## src/rtl/csr_trap_unit.sv

```systemverilog
// Machine-mode CSR file and trap sequencer at the MEM/commit point of the core.
// Executes Zicsr read-modify-writes and takes ECALL, MRET and interrupts. It drives
// trap_taken / mret_exec pulses and the redirect PC back to the pipeline controller.
//
// Ports:
//   clk, reset          core clock, synchronous active-high reset
//   instr_valid_mem     MEM stage holds a real instruction
//   pc_mem              PC of the MEM-stage instruction
//   is_csr_mem          CSRRW/S/C(I) in MEM
//   is_ecall_mem        ECALL in MEM
//   is_mret_mem         MRET in MEM
//   csr_write_mem       write intent of the CSR instruction
//   fun3_mem            CSR op (write / set / clear, register or immediate form)
//   csr_addr_mem        CSR address
//   csr_wdata_mem       rs1 value or zero-extended zimm
//   ext_irq             external interrupt level (asynchronous)
//   timer_irq           timer interrupt level (synchronous)
//   stall_pipl          pipeline frozen, no state update
//   csr_rdata           pre-write value of the addressed CSR (combinational)
//   trap_taken          one-cycle trap entry pulse
//   mret_exec           one-cycle MRET commit pulse
//   redirect_pc         target PC while a pulse is high, otherwise 0
module csr_trap_unit #(
    parameter logic [31:0] MTVEC_RESET = 32'h0000_0000,
    parameter int unsigned HART_ID     = 0
) (
    input  logic        clk,
    input  logic        reset,
    input  logic        instr_valid_mem,
    input  logic [31:0] pc_mem,
    input  logic        is_csr_mem,
    input  logic        is_ecall_mem,
    input  logic        is_mret_mem,
    input  logic        csr_write_mem,
    input  logic [2:0]  fun3_mem,
    input  logic [11:0] csr_addr_mem,
    input  logic [31:0] csr_wdata_mem,
    input  logic        ext_irq,
    input  logic        timer_irq,
    input  logic        stall_pipl,
    output logic [31:0] csr_rdata,
    output logic        trap_taken,
    output logic        mret_exec,
    output logic [31:0] redirect_pc
);

    localparam logic [11:0] AddrMstatus  = 12'h300;
    localparam logic [11:0] AddrMie      = 12'h304;
    localparam logic [11:0] AddrMtvec    = 12'h305;
    localparam logic [11:0] AddrMscratch = 12'h340;
    localparam logic [11:0] AddrMepc     = 12'h341;
    localparam logic [11:0] AddrMcause   = 12'h342;
    localparam logic [11:0] AddrMip      = 12'h344;
    localparam logic [11:0] AddrMcycle   = 12'hB00;
    localparam logic [11:0] AddrMcycleh  = 12'hB80;
    localparam logic [11:0] AddrMhartid  = 12'hF14;

    localparam logic [31:0] AlignMask = 32'hFFFF_FFFC;

    typedef enum logic [0:0] {StRun, StFlush} state_e;

    state_e      state_q, state_d;
    logic [1:0]  flush_cnt_q, flush_cnt_d;
    logic        ext_sync1_q, ext_sync2_q;
    logic        mstatus_mie_q, mstatus_mie_d;
    logic        mstatus_mpie_q, mstatus_mpie_d;
    logic        mtie_q, mtie_d, meie_q, meie_d;
    logic [31:0] mtvec_q, mtvec_d;
    logic [31:0] mepc_q, mepc_d;
    logic [31:0] mscratch_q, mscratch_d;
    logic [31:0] mcause_q, mcause_d;
    logic [63:0] mcycle_q, mcycle_d;

    logic [31:0] mstatus_rd, mie_rd, mip_rd;
    logic [31:0] csr_old, csr_new;
    logic        op_ok, commit, irq_ext, irq_tmr, take_trap, take_mret, csr_we;

    assign mstatus_rd = {19'b0, 2'b11, 3'b0, mstatus_mpie_q, 3'b0, mstatus_mie_q, 3'b0};
    assign mie_rd     = {20'b0, meie_q, 3'b0, mtie_q, 7'b0};
    assign mip_rd     = {20'b0, ext_sync2_q, 3'b0, timer_irq, 7'b0};

    always_comb begin
        csr_old = '0;
        unique case (csr_addr_mem)
            AddrMstatus:  csr_old = mstatus_rd;
            AddrMie:      csr_old = mie_rd;
            AddrMtvec:    csr_old = mtvec_q;
            AddrMscratch: csr_old = mscratch_q;
            AddrMepc:     csr_old = mepc_q;
            AddrMcause:   csr_old = mcause_q;
            AddrMip:      csr_old = mip_rd;
            AddrMcycle:   csr_old = mcycle_q[31:0];
            AddrMcycleh:  csr_old = mcycle_q[63:32];
            AddrMhartid:  csr_old = 32'(HART_ID);
            default:      csr_old = '0;
        endcase
    end

    assign csr_rdata = csr_old;

    // fun3[2] only selects the immediate form; the operand is already muxed upstream.
    always_comb begin
        op_ok   = 1'b1;
        csr_new = csr_old;
        case (fun3_mem)
            3'b001, 3'b101: csr_new = csr_wdata_mem;
            3'b010, 3'b110: csr_new = csr_old | csr_wdata_mem;
            3'b011, 3'b111: csr_new = csr_old & ~csr_wdata_mem;
            default:        op_ok   = 1'b0;
        endcase
    end

    assign commit    = instr_valid_mem & ~stall_pipl & (state_q == StRun);
    assign irq_ext   = ext_sync2_q & meie_q & mstatus_mie_q;
    assign irq_tmr   = timer_irq & mtie_q & mstatus_mie_q;
    assign take_trap = commit & (irq_ext | irq_tmr | is_ecall_mem);
    assign take_mret = commit & ~take_trap & is_mret_mem;
    assign csr_we    = commit & ~take_trap & ~take_mret & is_csr_mem & csr_write_mem & op_ok;

    // Sequencer and pulse outputs.
    always_comb begin
        state_d     = state_q;
        flush_cnt_d = flush_cnt_q;
        trap_taken  = take_trap;
        mret_exec   = take_mret;
        redirect_pc = '0;
        if (take_trap) begin
            redirect_pc = mtvec_q;
        end else if (take_mret) begin
            redirect_pc = mepc_q;
        end
        unique case (state_q)
            StRun: begin
                if (take_trap || take_mret) begin
                    state_d     = StFlush;
                    flush_cnt_d = 2'd2;
                end
            end
            StFlush: begin
                if (!stall_pipl) begin
                    if (flush_cnt_q == 2'd0) begin
                        state_d = StRun;
                    end else begin
                        flush_cnt_d = flush_cnt_q - 2'd1;
                    end
                end
            end
            default: state_d = StRun;
        endcase
    end

    // CSR next state; the counter runs regardless of stalls unless software loads it.
    always_comb begin
        mstatus_mie_d  = mstatus_mie_q;
        mstatus_mpie_d = mstatus_mpie_q;
        mtie_d         = mtie_q;
        meie_d         = meie_q;
        mtvec_d        = mtvec_q;
        mepc_d         = mepc_q;
        mscratch_d     = mscratch_q;
        mcause_d       = mcause_q;
        mcycle_d       = mcycle_q + 64'd1;
        if (take_trap) begin
            mepc_d         = pc_mem & AlignMask;
            mcause_d       = irq_ext ? 32'h8000_000B :
                             irq_tmr ? 32'h8000_0007 : 32'h0000_000B;
            mstatus_mpie_d = mstatus_mie_q;
            mstatus_mie_d  = 1'b0;
        end else if (take_mret) begin
            mstatus_mie_d  = mstatus_mpie_q;
            mstatus_mpie_d = 1'b1;
        end else if (csr_we) begin
            case (csr_addr_mem)
                AddrMstatus: begin
                    mstatus_mie_d  = csr_new[3];
                    mstatus_mpie_d = csr_new[7];
                end
                AddrMie: begin
                    mtie_d = csr_new[7];
                    meie_d = csr_new[11];
                end
                AddrMtvec:    mtvec_d    = csr_new & AlignMask;
                AddrMscratch: mscratch_d = csr_new;
                AddrMepc:     mepc_d     = csr_new & AlignMask;
                AddrMcause:   mcause_d   = csr_new;
                AddrMcycle:   mcycle_d   = {mcycle_q[63:32], csr_new};
                AddrMcycleh:  mcycle_d   = {csr_new, mcycle_q[31:0]};
                default:      ;
            endcase
        end
    end

    always_ff @(posedge clk) begin
        if (reset) begin
            state_q        <= StRun;
            flush_cnt_q    <= 2'd0;
            ext_sync1_q    <= 1'b0;
            ext_sync2_q    <= 1'b0;
            mstatus_mie_q  <= 1'b0;
            mstatus_mpie_q <= 1'b0;
            mtie_q         <= 1'b0;
            meie_q         <= 1'b0;
            mtvec_q        <= MTVEC_RESET & AlignMask;
            mepc_q         <= '0;
            mscratch_q     <= '0;
            mcause_q       <= '0;
            mcycle_q       <= '0;
        end else begin
            state_q        <= state_d;
            flush_cnt_q    <= flush_cnt_d;
            ext_sync1_q    <= ext_irq;
            ext_sync2_q    <= ext_sync1_q;
            mstatus_mie_q  <= mstatus_mie_d;
            mstatus_mpie_q <= mstatus_mpie_d;
            mtie_q         <= mtie_d;
            meie_q         <= meie_d;
            mtvec_q        <= mtvec_d;
            mepc_q         <= mepc_d;
            mscratch_q     <= mscratch_d;
            mcause_q       <= mcause_d;
            mcycle_q       <= mcycle_d;
        end
    end

endmodule

```

## config.mk

```make
export PLATFORM = sky130hd
export DESIGN_NAME = csr_trap_unit
export DESIGN_NICKNAME = d
export VERILOG_FILES = /design/src/rtl/csr_trap_unit.sv
export SDC_FILE = /design/constraint.sdc
export NUM_CORES = 1
export LEC_CHECK = 0
export ABC_AREA = 1
export BUFFER_PORTS_ARGS = -buffer_cell sky130_fd_sc_hd__buf_2
export CAP_MARGIN = 20
export CORE_MARGIN = 3
export CORE_UTILIZATION = 55
export CTS_CLUSTER_SIZE = 25
export DETAILED_ROUTE_END_ITERATION = 10
export PLACE_DENSITY_LB_ADDON = 0.08
export SETUP_SLACK_MARGIN = 0.4
export SLEW_MARGIN = 5
export SYNTH_ARGS = -nofsm -noshare
export SYNTH_HDL_FRONTEND = slang
export SYNTH_SLANG_ARGS = --single-unit
```

## constraint.sdc

```tcl
create_clock -name clk -period 3.6 [get_ports clk]
set_clock_uncertainty 0.2 [all_clocks]
set_input_delay 0.18 -clock clk [delete_from_list [all_inputs] [get_ports clk]]
set_output_delay 0.18 -clock clk [all_outputs]
set_load 0.05 [all_outputs]
```

# After elaboration in Yosys (flattened, before gate mapping)
# Index checks and enable logic that the tools add are counted.
dict set report totals {
  reg_bits 197
  inputBits 89
  out_inout_bits 66
  wordCells 115
}
dict set report op_classes {
  n_bitwise 22
  n_reduce_logical 22
  mux 34
  addsub 2
  eq_ne 21
}
# cell count
set ops {}
lappend ops {{32-bit two-way mux} 12}
lappend ops {{32-bit one-hot mux with 9 select lines} 1}
lappend ops {{64-bit two-way mux} 3}
lappend ops {{64-bit one-hot mux with 2 select lines} 1}
lappend ops {{32-bit one-hot mux with 3 select lines} 1}
lappend ops {{12-bit by 10-bit == test with 1-bit output, second input constant} 7}
lappend ops {{64-bit by 1-bit adder with 64-bit output, second input constant} 1}
lappend ops {{32-bit bitwise AND} 1}
lappend ops {{32-bit inverter} 1}
lappend ops {{32-bit OR} 1}
lappend ops {{12-bit == test, second input constant} 2}
lappend ops {{1-bit bitwise AND} 13}
lappend ops {{4-bit AND reduction} 3}
lappend ops {{1-bit two-way mux} 11}
lappend ops {{2-bit nonzero test} 5}
lappend ops {{3-bit == test, second input constant} 3}
lappend ops {{3-bit AND reduction} 3}
lappend ops {{4-bit != test, second input constant} 2}
lappend ops {{2-bit OR reduction} 4}
lappend ops {{3-bit by 2-bit == test with 1-bit output, second input constant} 2}
lappend ops {{2-bit two-way mux} 3}
lappend ops {{2-bit != test, second input constant} 3}
lappend ops {{3-bit nonzero test} 2}
lappend ops {{6-bit OR reduction} 1}
lappend ops {{10 further kinds} 15}

# Depth between registers and ports, before layout
dict set report logic_depth {
  ltp_word 16
  mapped_depth 16
  depth_no_buf 16
}

# Worst setup path before layout
# No wires, ideal clock.
dict set report synth_timing {
  path_type {register to output}
  start {register mstatus_mie_q}
  end {output port redirect_pc[10]}
  path_buffers 1
  path_slack_ns 0.608
  required_ns 3.220
  arrival_ns 2.612
  stages_incl_launch_ff 9
  path_cell_list {dfxtp_1 -> nand3_1 -> nand2_1 -> nor2_1 -> nand2_1 -> nor2_1 -> inv_1 -> clkbuf_1 -> o22ai_1}
}
dict set report synth_between {
  elab_chain_cells 9
  word_cells_on_any_way 10
  cone_classes {mux (2); bitwise (8)}
}
# item line_no
set synth_lines {}
lappend synth_lines {{start, declared} 65} ;# logic mstatus_mie_q, mstatus_mie_d;
lappend synth_lines {{start signal, assigned} 213} ;# mstatus_mie_q <= mstatus_mie_d;
lappend synth_lines {{1-bit bitwise AND, on equally long branches} {114, 115}}
lappend synth_lines {{1-bit OR * (2 in a row)} 116} ;# assign take_trap = commit & (irq_ext | irq_tmr | is_ecall_mem);
lappend synth_lines {{1-bit bitwise AND *} 116}
lappend synth_lines {{1-bit inverter (no line) *} n/a}
lappend synth_lines {{1-bit bitwise AND * (2 in a row)} 117} ;# assign take_mret = commit & ~take_trap & is_mret_mem;
lappend synth_lines {{via mret_exec} 43} ;# output logic mret_exec,
lappend synth_lines {{32-bit two-way mux *} 129} ;# end else if (take_mret) begin
lappend synth_lines {{32-bit two-way mux *} 127} ;# if (take_trap) begin
lappend synth_lines {{end, declared} 44} ;# output logic [31:0] redirect_pc
# Mark *: on every way through the listed nets, which the timed path passes. The rest lies on a longest branch.

# Worst setup path after layout
dict set report layout_timing {
  start {register mstatus_mie_q}
  end {output port redirect_pc[23]}
}
dict set report layout_between {
  elab_chain_cells 9
  word_cells_on_any_way 10
  cone_classes {mux (2); bitwise (8)}
}
# item line_no
set layout_lines {}
lappend layout_lines {{1-bit bitwise AND, on equally long branches} {114, 115}}
lappend layout_lines {{1-bit OR * (2 in a row)} 116}
lappend layout_lines {{1-bit bitwise AND *} 116}
lappend layout_lines {{1-bit inverter (no line)} n/a}
lappend layout_lines {{1-bit bitwise AND (2 in a row)} 117}
lappend layout_lines {{32-bit two-way mux} 129}
lappend layout_lines {{32-bit two-way mux *} 127}
# Every way passes the cells marked *; elsewhere a longest branch is shown, timed or not.

==> results.yml <==
timing:
  final.period_utilization: 0.841
  tns_ps: 0
  tightest_slew_ps: 1070
  hold_viol_final: 0
  fin_crit_ps: 3030
  rsz0062_at_grt: "false"
  max_freq_ghz: 0.330
  finalSetupViolations: 0
  max-slew-margin-rel: 0.283
  slew_viol_final: 0
floorplan:
  die_width_um: 162
  core_area_um2: 23700
  die_h_um: 162
  ios: 155
  fp.dieArea_um2: 26200
  initial_core_util: 0.563
  rows: 56
global_routing:
  grt_pass1_vias: 14787
  grt_pass1_wl_mm: 84.6
  groute.usage.overall: 0.417
  antenna_found_initial: 0
  overflow: 0
  grt_max_degree: 72
setup_path:
  arrival_ps: 2650
  cp_data_required_time_ps: 3220
  worst_setup_path_end_kind: "primary output"
  critPathMaxFanout: 22
  start_kind: "flip-flop"
  crit_type: "reg -> out"
placed_design:
  io_buffers: 149
  routabilityCongestion: 1.02
  dp_hpwl_mm: 39.6
worst_hold_path:
  hold_path.class: "in -> reg"
power:
  vdd_drop_max_mv: 0.231
  pwr_density_cell_nw_per_um2: 318
  p_total_w: 0.00490
  p_leak_nw: 7.06
final_layout:
  antenna_cells: 0
  drive_gt1_frac: 0.136
  synthToLayoutAreaGrowth_pct: 15.2
  nets: 2423
routing:
  drtIter0Drc: 2214
  route.antenna.remaining_nets: 0
  routed_wl_mm: 56.0
  drc: 0
  dr.pass1.iters: 6
  dr_total_vias: 16054
  viasPerCell: 6.03
  wire_per_inst_um: 21.0
clocking:
  cts.clk_slew.worst_paths_ps: 80
  htree_num_levels: 4
  root_buffer: "clkbuf_16"
  clkLatencyLatePin_ps: 460
  cts_sinks: 197
  clockBufferDepth: 2
  numCtsBuffers: 17
  cts_tree: "done"
logic_synthesis:
  synth_seq_area_share: 0.296
  synth_most_common_cell: "nand2_1"
  synth_top_flop_cell: "dfxtp_1"
  synth_seq_cells: 197
  synth_edf_count: 0
  ys_types: 47
  ys.warnings.count: 0
  async_reset_ff_frac: 0
  synth_top_cells_by_area: "dfxtp_1 30%, nand2_1 14%, a21oi_1 10%"
  yosysTopAreaCell: "dfxtp_1"
  synth_top_area_share: 0.296
  avgSynthCellArea_um2: 6.09
  synthCells: 2192
  synth.top_cells.by_count: "509 x nand2_1, 313 x inv_1, 267 x a21oi_1"
  synth_area_um2: 13300
status:
  status: "finished clean"
flow_run:
  maxCapViolCount: 0
-- cell type report --
class,instances,area (um2)
Clock inverter,15,218
Multi-Input combinational cell,1557,7670
Sequential cell,197,3940
Inverter,331,1240
Clock buffer,17,425
Timing Repair Buffer,228,1470
Tap cell,319,399
Fill cell,2350,8310
-- flip-flops by register name (all words and copies together), names as in the netlist, 2 cells and up --
register,count
mcycle_q,64
mcause_q,32
mscratch_q,32
mepc_q,30
mtvec_q,30
flush_cnt_q,2
-- cells by family (layout without fill, tap and decap cells) --
family	Yosys count	after routing	synth area share
other	1	2	0.000281
adder cells (fa/ha/maj)	2	2	0.00188
flip-flops	197	197	0.296
XOR/XNOR	35	35	0.0230
AND/OR/NAND/NOR	924	924	0.311
buffers and inverters	439	591	0.132
AO/OA/AOI/OAI	594	594	0.237
-- metrics by stage --
| stage | std cells | setup WS (ps) | utilization | cell area (um2) | hold slack (ps) |
|---|---|---|---|---|---|
| final | 2664 | 571 | 0.649 | 15400 | 12.6 |
| after global routing | 2664 | 429 | 0.649 | 15400 | 31.6 |
| after CTS | 2664 | 439 | 0.649 | 15400 | 1.36 |
| after detailed placement | 2583 | 786 | 0.601 | 14200 | 188 |
| after floorplan | 2193 | 608 | - | 13300 | 87.0 |
| after global placement | 2583 | 811 | 0.601 | 14200 | 185 |
-- worst max-delay path, cell delays in order, from the launching register on --
cell and delay (ps):
dfxtp_1 340, nand3_1 110, nand2_1 70, nor2_1 120
nand2_1 120, nor2_2 240, inv_1 250, buf_4 300
o22ai_1 270, buf_2 330
-- final timing paths --
| kind | end | from | slack [ps] | cells past startpoint |
|---|---|---|---|---|
| worst max-delay path | redirect_pc[23] | mstatus_mie_q | 570 | 9 |
| worst min-delay path | mtvec_q[14] | csr_wdata_mem[14] | 10 | 5 |
| worst max register to register | mepc_q[21] | mstatus_mie_q | 660 | 11 |
| worst min register to register | ext_sync2_q | ext_sync1_q | 230 | 2 |
-- routing by layer --
metal	vias to the layer above	global-route usage	share of wire
met3	218	0.0686	0.12
met5	-	0	0
met4	0	0.235	0.069
met1	7213	0.551	0.39
met2	1183	0.651	0.43
li1	7440	-	-
-- power by group --
group          internal [W]  switching, W
combinational      0.000160      0.000349
clock               0.00103       0.00111
sequential          0.00222     0.0000242
total               0.00341       0.00148
-- what timing repair did --
item                                    CTS  global route
setup buffers                             0             0
hold buffers                             49             0
endpoints found under the hold margin    70             0
gates resized for setup                   0             1
endpoints found under the setup margin    0            13
-- placed cells by master, fill, tap and decap left out, types with 4 or more instances in the layout --
cell / n
nand3_2: 6
o21ai_0: 205
clkinv_8: 5
nor2_4: 15
o21ai_1: 25
a21oi_1: 267
clkbuf_16: 17
inv_1: 313
a221oi_1: 8
buf_2: 149
o22ai_1: 67
nor2_2: 16
nor3_1: 21
xor2_1: 33
o2111ai_1: 8
a21oi_2: 4
nor4_1: 4
nor2_1: 159
inv_2: 17
nand3_1: 109
nand4_1: 22
nand2_1: 507
nand3b_1: 14
dfxtp_1: 197
nand2_2: 32
dlygate4sd3_1: 49
buf_4: 29
nand2_4: 4
(Power assumes the default switching activity.)
